`config.mk`:
```
export PLATFORM = sky130hd
export DESIGN_NAME = ps2_host_tx
export DESIGN_NICKNAME = d
export VERILOG_FILES = /design/src/rtl/ps2_host_tx.sv
export SDC_FILE = /design/constraint.sdc
export NUM_CORES = 1
export LEC_CHECK = 0
export ABC_AREA = 1
export BUFFER_PORTS_ARGS = -buffer_cell sky130_fd_sc_hd__buf_2
export CORE_UTILIZATION = 45
export CTS_BUF_LIST = sky130_fd_sc_hd__clkbuf_8 sky130_fd_sc_hd__clkbuf_16
export CTS_CLUSTER_DIAMETER = 60
export CTS_CLUSTER_SIZE = 28
export DETAILED_ROUTE_END_ITERATION = 12
export PLACE_DENSITY = 0.63
export SYNTH_ARGS = -nofsm -noshare
export SYNTH_HDL_FRONTEND = slang
export SYNTH_SLANG_ARGS = --single-unit
```
`constraint.sdc`:
```
create_clock -name clk -period 1.9 [get_ports clk]
set_clock_uncertainty 0.05 [all_clocks]
set_input_delay 0.285 -clock clk [delete_from_list [all_inputs] [get_ports clk]]
set_output_delay 0.285 -clock clk [all_outputs]
set_load 0.03 [all_outputs]
```
`src/rtl/ps2_host_tx.sv`:
```
// Host-to-device PS/2 transmitter: inhibits the bus, issues a start bit, then
// shifts one byte plus odd parity and stop out on device clock falls and checks the ACK.
module ps2_host_tx #(
    parameter int INHIBIT_CYCLES = 12_000,
    parameter int START_TIMEOUT  = 1_500_000,
    parameter int XFER_TIMEOUT   = 200_000,
    parameter int FILTER_LEN     = 8
) (
    input  logic       clk,
    input  logic       rst,
    input  logic [7:0] tx_data,
    input  logic       tx_valid,
    output logic       tx_ready,
    output logic       busy,
    output logic       done,
    output logic       err,
    output logic [1:0] err_code,
    input  logic       ps2_clk_i,
    input  logic       ps2_data_i,
    output logic       ps2_clk_oe,
    output logic       ps2_data_oe
);

    localparam int TMAX_SX = (START_TIMEOUT > XFER_TIMEOUT) ? START_TIMEOUT : XFER_TIMEOUT;
    localparam int TMAX    = (TMAX_SX > INHIBIT_CYCLES) ? TMAX_SX : INHIBIT_CYCLES;
    localparam int TW      = $clog2(TMAX + 1);
    localparam logic [TW-1:0] INH_LAST   = TW'(INHIBIT_CYCLES - 1);
    localparam logic [TW-1:0] START_LAST = TW'(START_TIMEOUT - 1);
    localparam logic [TW-1:0] XFER_LAST  = TW'(XFER_TIMEOUT - 1);
    localparam int FW = $clog2(FILTER_LEN + 1);
    localparam logic [FW-1:0] FLT_LAST = FW'(FILTER_LEN - 1);

    typedef enum logic [2:0] {
        S_IDLE, S_INHIBIT, S_REQ, S_WAIT_FIRST, S_SHIFT, S_ACK, S_RELEASE
    } state_t;

    state_t          state_q, state_d;
    logic            clk_s1_q, clk_s1_d, clk_s2_q, clk_s2_d;
    logic            dat_s1_q, dat_s1_d, dat_s2_q, dat_s2_d;
    logic            filt_clk_q, filt_clk_d;
    logic [FW-1:0]   filt_cnt_q, filt_cnt_d;
    logic            fall_q, fall_d;
    logic [TW-1:0]   timer_q, timer_d;
    logic [9:0]      shift_q, shift_d;
    logic [3:0]      bit_cnt_q, bit_cnt_d;
    logic            clk_oe_q, clk_oe_d, data_oe_q, data_oe_d;
    logic            done_q, done_d, err_q, err_d;
    logic [1:0]      err_code_q, err_code_d;
    logic            tx_ready_q, tx_ready_d, busy_q, busy_d;
    logic            fail;
    logic [1:0]      fail_code;

    always_comb begin
        clk_s1_d   = ps2_clk_i;
        clk_s2_d   = clk_s1_q;
        dat_s1_d   = ps2_data_i;
        dat_s2_d   = dat_s1_q;
        filt_clk_d = filt_clk_q;
        filt_cnt_d = '0;
        if (clk_s2_q != filt_clk_q) begin
            if (filt_cnt_q == FLT_LAST) filt_clk_d = clk_s2_q;
            else                        filt_cnt_d = filt_cnt_q + FW'(1);
        end
        fall_d = filt_clk_q & ~filt_clk_d;

        state_d    = state_q;
        timer_d    = timer_q + TW'(1);
        shift_d    = shift_q;
        bit_cnt_d  = bit_cnt_q;
        data_oe_d  = data_oe_q;
        done_d     = 1'b0;
        err_d      = 1'b0;
        err_code_d = err_code_q;
        fail       = 1'b0;
        fail_code  = 2'b00;

        // Timeouts are tested before fall so a coincident edge cannot rescue a frame
        case (state_q)
            S_IDLE: begin
                data_oe_d = 1'b0;
                timer_d   = '0;
                if (tx_valid && tx_ready_q) begin
                    shift_d = {1'b1, ~^tx_data, tx_data};
                    state_d = S_INHIBIT;
                end
            end
            S_INHIBIT: begin
                if (timer_q == INH_LAST) begin
                    state_d   = S_REQ;
                    data_oe_d = 1'b1;
                    timer_d   = '0;
                end
            end
            S_REQ: state_d = S_WAIT_FIRST;
            S_WAIT_FIRST: begin
                if (timer_q == START_LAST) begin
                    fail      = 1'b1;
                    fail_code = 2'b01;
                end else if (fall_q) begin
                    data_oe_d = ~shift_q[0];
                    shift_d   = {1'b1, shift_q[9:1]};
                    bit_cnt_d = 4'd1;
                    timer_d   = TW'(1);
                    state_d   = S_SHIFT;
                end
            end
            S_SHIFT: begin
                if (timer_q == XFER_LAST) begin
                    fail      = 1'b1;
                    fail_code = 2'b10;
                end else if (fall_q) begin
                    if (bit_cnt_q == 4'd10) begin
                        state_d   = S_ACK;
                        data_oe_d = 1'b0;
                    end else begin
                        data_oe_d = ~shift_q[0];
                        shift_d   = {1'b1, shift_q[9:1]};
                        bit_cnt_d = bit_cnt_q + 4'd1;
                    end
                end
            end
            S_ACK: begin
                if (timer_q == XFER_LAST) begin
                    fail      = 1'b1;
                    fail_code = 2'b10;
                end else if (!dat_s2_q) begin
                    state_d = S_RELEASE;
                end else begin
                    fail      = 1'b1;
                    fail_code = 2'b11;
                end
            end
            S_RELEASE: begin
                if (timer_q == XFER_LAST) begin
                    fail      = 1'b1;
                    fail_code = 2'b10;
                end else if (filt_clk_q && dat_s2_q) begin
                    done_d  = 1'b1;
                    state_d = S_IDLE;
                end
            end
            default: state_d = S_IDLE;
        endcase

        if (fail) begin
            state_d    = S_IDLE;
            data_oe_d  = 1'b0;
            err_d      = 1'b1;
            err_code_d = fail_code;
        end

        clk_oe_d   = (state_d == S_INHIBIT) || (state_d == S_REQ);
        tx_ready_d = (state_d == S_IDLE) && !done_d && !err_d;
        busy_d     = !tx_ready_d;
    end

    always_ff @(posedge clk) begin
        if (rst) begin
            state_q    <= S_IDLE;
            clk_s1_q   <= 1'b1;
            clk_s2_q   <= 1'b1;
            dat_s1_q   <= 1'b1;
            dat_s2_q   <= 1'b1;
            filt_clk_q <= 1'b1;
            filt_cnt_q <= '0;
            fall_q     <= 1'b0;
            timer_q    <= '0;
            shift_q    <= '0;
            bit_cnt_q  <= '0;
            clk_oe_q   <= 1'b0;
            data_oe_q  <= 1'b0;
            done_q     <= 1'b0;
            err_q      <= 1'b0;
            err_code_q <= 2'b00;
            tx_ready_q <= 1'b1;
            busy_q     <= 1'b0;
        end else begin
            state_q    <= state_d;
            clk_s1_q   <= clk_s1_d;
            clk_s2_q   <= clk_s2_d;
            dat_s1_q   <= dat_s1_d;
            dat_s2_q   <= dat_s2_d;
            filt_clk_q <= filt_clk_d;
            filt_cnt_q <= filt_cnt_d;
            fall_q     <= fall_d;
            timer_q    <= timer_d;
            shift_q    <= shift_d;
            bit_cnt_q  <= bit_cnt_d;
            clk_oe_q   <= clk_oe_d;
            data_oe_q  <= data_oe_d;
            done_q     <= done_d;
            err_q      <= err_d;
            err_code_q <= err_code_d;
            tx_ready_q <= tx_ready_d;
            busy_q     <= busy_d;
        end
    end

    assign tx_ready    = tx_ready_q;
    assign busy        = busy_q;
    assign done        = done_q;
    assign err         = err_q;
    assign err_code    = err_code_q;
    assign ps2_clk_oe  = clk_oe_q;
    assign ps2_data_oe = data_oe_q;

endmodule

```
# == Word level (Yosys, flattened, before mapping) ==
# Index checks and enable logic that the tools add are counted.
# totals
register_bits,56
latch_bits,0
mem_bits_rw,0
mem_bits_ro,0
input_bits,13
out_inout_bits,8
elab_cells,119
n_memories,0
# classes
n_addsub,3
multipliers,0
div,0
n_lt_le_gt_ge,0
eq_ne,21
n_shift,0
muxes,53
bitwise_logic,4
reduce_logical,20
# op_table
op,n
$mux W21,3
$pmux W21 S3,1
$mux W10,6
$mux W3,12
$pmux W10 S3,1
$add A21 B1 Y21 const B,1
$eq A21 B14 Y1 const B,1
$eq A21 B18 Y1 const B,1
$eq A21 B21 Y1 const B,1
$pmux W3 S7,1
$mux W4,5
$mux W1,17
$ne A2 B2 Y1 const B,7
$reduce_and A6 Y1,2
$eq A3 B2 Y1 const B,3
$eq A3 B3 Y1 const B,3
$add A4 B1 Y4 const B,2
$pmux W4 S2,1
$reduce_xnor A8 Y1,1
$reduce_and A7 Y1,1
$eq A3 B1 Y1 const B,2
$logic_not A3 Y1,2
$mux W2,3
$pmux W2 S3,1
15 further kinds,23

# == Longest topological paths before layout ==
# Gate-level depths: netlist of the first run.
# depth
word_depth,10
ltp_mapped,14
mapped_depth_nobuf,14

# == Least setup slack after synthesis of the first run ==
# No wires, ideal clock.
# synth_timing
kind,reg2reg
start,register timer_q[0]
end,register timer_q[17]
setup_ns,0.066
arrival_ns,1.540
path_slack_ns,0.244
stages_incl_launch_ff,11
n_path_buf,1
synth_period_minus_slack_ns,1.656
path_cell_list,dfxtp_1 -> ha_1 -> nand3_2 -> nor2_2 -> nand3_2 -> nand2_2 -> nand2_4 -> a31oi_4 -> inv_2 -> buf_6 -> a21oi_2
# synth_via
elab_chain_len,4
elab_cells_between_ends,7
cone_classes,add/sub: 1; eq/ne: 2; mux: 4
# synth_rtl
item,line,rtl
start: declaration,43,"logic [TW-1:0] timer_q, timer_d;"
start signal: assignment,186,timer_q <= timer_d;
$add A21 B1 Y21,67,timer_d = timer_q + TW'(1);
$mux W21,99,end else if (fall_q) begin
$mux W21,96,if (timer_q == START_LAST) begin
$pmux W21 S3 *,78,case (state_q)
# Mark *: on every way between the ends. The rest lies on a longest branch, timed or not.
# A chain may end at the register's enable or synchronous reset.

# == Final worst setup path of the first run ==
# layout_timing
start,register timer_q[1]
end,"register busy_q, in the netlist busy"
# layout_via
elab_chain_len,8
elab_cells_between_ends,23
cone_classes,eq/ne: 3; mux: 14; reduce/logical: 6
# layout_rtl
item,line,rtl
$eq A21 B18 Y1 (tied with other cells),"108, 123, 134",
$mux W3 (tied with other cells),134,if (timer_q == XFER_LAST) begin
$pmux W3 S7 or $pmux W1 S3 (tied branches),78,
$mux W3,145,if (fail) begin
$logic_not A3 Y1,153,tx_ready_d = (state_d == S_IDLE) && !done_d && !err_d;
$logic_and A1 B1 Y1,153,
$logic_and A1 B1 Y1 *,153,
$logic_not A1 Y1 *,154,busy_d = !tx_ready_d;
end signal: assignment,195,busy_q <= busy_d;
end: declaration,49,"logic tx_ready_q, tx_ready_d, busy_q, busy_d;"
# Marked as above.

==> metrics.txt, run 1 <==
Starting Density between 40% and 50%; HPWL reported at the end of detailed placement between 4000 and 5000 µm; CP max stage delay between 0.3 and 0.4 ns; Max-slew headroom a little under 70%; most frequent CP cell nand2_1; layout cells sized above 1 about 25%; Final Slew Violations 0; WL/cell about 12 µm; worst skew pair latency around 0.31 ns; leakage power total between 1.5 and 2 nW; first-pass GRT wire length about 11000 µm; R2R cell count 12; sequential area share after synthesis approximately 38%; Total GRT Usage roughly 20%; grt total ovfl 0; die extent in x between 80 and 90 µm; CTS sink cnt 56; Synthesis Warnings 0; CP Cell Sequence ha_4, nand3_4, nor2_2, nand3_1, nand2_2, nand2_1, nor2_1, nand2_1, nand2_2, nand3_1, nand2_1, inv_1; Yosys reg bits 56; clk buf depth 2; CP Max Fanout 7; initial antenna violation count 0; slew at the pin closest to its max-slew limit 0.466 ns; Fmax 0.559 GHz; 1st-pass router iterations 6; crit path capture type flip-flop; Finished Cell Area 3480 µm²; final setup violation count 0; pwr dens slightly above 600 nW/µm²; full die area about 7000 µm²; top-level port count 21; post-layout min period ~1.8 ns; placed cell count approximately 550; Placer Congestion a little over 0.9; Cell variety after synth 30; gate count of the mapped netlist approximately 440; Post-Syn Area approximately 3000 µm²; CTS tree built; area of the core roughly 6300 µm²; die height around 83 µm; Vias approximately 2800; ANT cells 0; crit start category flip-flop; Clock Root Buffer clkbuf_8; outcome finished clean; CP arrival ~2 ns; TritonCTS buffer count 5; Area Growth Syn to Fin 17.5%; top post-synthesis cells by area dfxtp_1 38%, nand2_1 13%, nor2_1 11%; Max IR drop VDD 0.406 mV; # hold bufs at CTS 0; Buf/Inv on CP 1; DRC viols 0; Reg clk slew, reported paths around 0.10 ns; Via density just under 5; CP top delay family simple AND/OR/NAND/NOR gates; vias in the first global route between 2000 and 2500; RSZ-0062 raised after global routing true; drt first-iter violations ~240; Final Instance Count excl. Fillers roughly 570; Cell Area, Placed between 3000 and 4000 µm²; Critical Path Slowest Stage Cell dfxtp_2; H-tree level count 2; Crit path depth 12; Nets just over 500; Setup CP Type reg2reg; Post-Syn Nets roughly 460; WL final between 6000 and 7000 µm; average size of a mapped cell 6.67 µm²; Final Hold Fails 0; ANT nets after route 0; max_cap viols 0; HP Class in2reg; data required time of the worst path just over 2 ns; dominant cell type by area after synthesis dfxtp_1; Site Rows 29; largest net degree at the start of global routing 18; post-synth top area share ~38%; PortBufs 20; Tcrit/Tclk final 94.2%; Hold Path Cell Cnt 2
[power breakdown]
part / total, W / internal (W) / switching [W]
clock network: 0.000645 / 0.000258 / 0.000387
logic: 0.000238 / 0.0000926 / 0.000145
registers: 0.00123 / 0.00121 / 0.0000181
total: 0.00211 / 0.00156 / 0.000550
[repair_timing]
item / 4_1_cts / 5_1_grt
endpoints found under the hold margin: 0 / 0
buffers inserted: 0 / 7
setup endpoints to repair: 0 / 38
gates resized for setup: 0 / 39
[Yosys cell counts (all sizes together)]
cell type	n
dfxtp	56
ha	4
o21ai	17
or2	5
nand3	42
nand2	114
nor2	96
xor2	9
nor3	6
a31oi	5
buf	3
xnor2	6
inv	59
a221oi	1
nand4	10
clkinv	1
o22ai	1
a21oi	7
clkbuf	2
[through the flow]
step           total power [W]  TNS [ns]  hold WS (ns)  util, %  worst slack [ns]
2_1_floorplan          0.00140         0         0.339        -             0.244
3_3_place_gp           0.00147         0         0.343     50.8            0.0727
3_5_place_dp           0.00147         0         0.347     50.8            0.0242
4_1_cts                0.00213         0        0.0901     52.1           0.00721
5_1_grt                0.00222    -0.465        0.0943     54.8           -0.0646
6_report               0.00211         0         0.101     54.8             0.111
[final timing paths]
kind	startpoint	end	slack, ns
max	timer_q[1]	busy	0.11
min	ps2_clk_i	clk_s1_q	0.10
max reg2reg	timer_q[1]	busy	0.11
min reg2reg	clk_s1_q	clk_s2_q	0.37
[placed cells by master, fill, tap and decap left out, types with 8 or more instances in the layout]
master	count
nor2_2	17
inv_2	12
xor2_1	8
nor2_1	74
nand4_1	10
nand2_1	104
nand3_1	37
dfxtp_1	43
nand2_2	9
dfxtp_2	12
buf_2	20
o21ai_0	15
inv_1	45
buf_4	20
[area by class of cell]
cell class | instances | area, µm²
repair buffers | 40 | 250
multi-input cells | 324 | 1670
flip-flops and latches | 56 | 1140
fillers | 607 | 2870
well taps | 77 | 96.3
clock buffers | 5 | 68.8
clock inverters | 3 | 18.8
inverters | 60 | 233
[flip-flops by register name (all words and copies together), names as in the netlist, 2 cells and up]
| register | cells |
|---|---|
| timer_q | 21 |
| shift_q | 10 |
| bit_cnt_q | 4 |
| filt_cnt_q | 4 |
| state_q | 3 |
| err_code | 2 |
[routing by layer]
layer | vias up | wire length, µm | GRT usage, %
met2 | 64 | 2850 | 29.3
li1 | 1477 | - | -
met4 | 0 | 61 | 6.43
met5 | - | 0 | 0
met1 | 1263 | 3490 | 28.4
met3 | 4 | 241 | 3.38
[kinds of logic (layout without fill, tap and decap cells)]
kind of cell    after synthesis  after routing  share of synthesized area [%]
buf+inv                      65            108                           8.74
flops                        56             56                           37.8
fa+ha+maj                     4              4                           1.69
simple gates                273            274                           40.9
compound gates               31             31                           6.38
xor+xnor                     15             15                           4.43
No activity file was read; power rests on OpenSTA's default activity.
==> run 2, diff against run 1 <==
Settings changed: BUFFER_PORTS_ARGS -buffer_cell sky130_fd_sc_hd__buf_2 to -buffer_cell sky130_fd_sc_hd__buf_4, PLACE_DENSITY 0.63 to 0.7.
==> run 2 against run 1 <==
- sequential power barely moved
- final cell count fell by 0.18%
- largest cell class unchanged
- count of clock-buffer cells in the layout did not move
- largest power group unchanged
==> metrics.txt, run 2 (synthesized netlist as in run 1, its figures left out) <==
placed cell count about 550; final setup violation count 0; max_cap viols 0; hold_ws 0.102 ns; WL/cell around 12 µm; Reg with most FFs timer_q; clk buf depth 2; Fmax around 0.55 GHz; crit start category flip-flop; PortBufs 20; Clock Root Buffer clkbuf_8; grt total ovfl 0; setup tns final 0 ns; worst hold start ps2_clk_i; slew at the pin closest to its max-slew limit between 0.3 and 0.4 ns; initial antenna violation count 0; max FFs per register 21; DRC viols 0; CTS tree built; data required time of the worst path roughly 2.1 ns; Max IR drop VDD about 0.47 mV; area of the core approximately 6300 µm²; HP Class in2reg; CP arrival approximately 2 ns; Area Growth Syn to Fin 19.0%; post-layout min period 1.83 ns; HPWL reported at the end of detailed placement 4780 µm; crit path capture type flip-flop; vias in the first global route between 2000 and 3000; commonest non-fill, non-tap cells in the layout 103 x nand2_1, 79 x nor2_1, 45 x inv_1, 45 x dfxtp_1; ANT nets after route 0; die height between 80 and 90 µm; commonest non-fill, non-tap cell in the layout nand2_1; worst skew pair latency between 0.3 and 0.4 ns; total power around 0.0021 W; outcome finished clean; Reg clk slew, reported paths roughly 0.090 ns; Site Rows 29; TritonCTS buffer count 5; 1st-pass router iterations 5; CTS sink cnt 56; leakage power total 1.62 nW; die extent in x ~83 µm; Final Instance Count excl. Fillers ~560; Placer Congestion between 0.9 and 1; layout cells sized above 1 between 20 and 25%; Nets 504; Tcrit/Tclk final between 90 and 100%; CP Max Fanout 7; launch point of the critical path timer_q[1]; Final Slew Violations 0; pwr dens 594 nW/µm²; first-pass GRT wire length approximately 11000 µm; Setup CP Type reg2reg; Cell Area, Placed 3260 µm²; Starting Density 46.7%; # hold bufs at CTS 0; Final Hold Fails 0; drt first-iter violations 170; Vias 2835; RSZ-0062 raised after global routing true; top-level port count 21; H-tree level count 2; full die area 6910 µm²; Total GRT Usage approximately a fifth; Top Registers timer_q (21), shift_q (10); largest net degree at the start of global routing 17; Reg-to-Reg Start timer_q[1]; Via density 5.03; Max-slew headroom about 80%; Finished Cell Area roughly 3500 µm²; ANT cells 0; WL final between 6000 and 7000 µm
[run 2: critical path, cell delays in order (launching register included)]
cell,delay (ns)
dfxtp_2,0.36
ha_4,0.15
nand3_4,0.14
nor2_4,0.18
nand3_2,0.10
nand2_2,0.09
nand2_4,0.06
a31oi_4,0.31
clkinv_2,0.19
a21oi_2,0.13
[run 2: final timing paths]
| path | end | slack (ns) | depth (start not counted) |
|---|---|---|---|
| max | timer_q[17] | 0.07 | 9 |
| min | clk_s1_q | 0.10 | 2 |
| max reg2reg | timer_q[17] | 0.07 | 9 |
| min reg2reg | clk_s2_q | 0.37 | 1 |
[run 2: final cells by class]
class / count / area (µm²)
clock buffer: 5 / 68.8
tap: 77 / 96.3
timing repair buffer: 39 / 300
timing repair inverter: 1 / 5.00
clock inverter: 2 / 12.5
inverter: 60 / 233
multi-input combinational: 324 / 1670
sequential: 56 / 1140
fill: 579 / 2820
[run 2: per-layer routing]
| metal | track usage, % | part of all wire (%) |
|---|---|---|
| met4 | 5.64 | 1.4 |
| met1 | 27.1 | 49 |
| met3 | 3.28 | 4.4 |
| met2 | 31.1 | 45 |
| met5 | 0 | 0 |
[run 2: power breakdown]
group          switching (W)  internal, W  total (W)
Clock               0.000367     0.000250   0.000617
Combinational       0.000142     0.000103   0.000245
Sequential         0.0000195      0.00121    0.00123
Total               0.000529      0.00157    0.00209
[run 2: per-stage QoR]
stage,setup WS (ns),utilization [%]
floorplan,0.244,-
global placement,0.130,51.3
detailed placement,0.0325,51.3
CTS,0.0326,52.6
global route,-0.0246,55.5
finish,0.0728,55.5
[run 2: repair_timing]
| action | 4_1_cts | 5_1_grt |
|---|---|---|
| setup buffers | 0 | 8 |
| hold endpoints to repair | 0 | 0 |
| endpoints found under the setup margin | 0 | 35 |
| resized for setup | 0 | 40 |
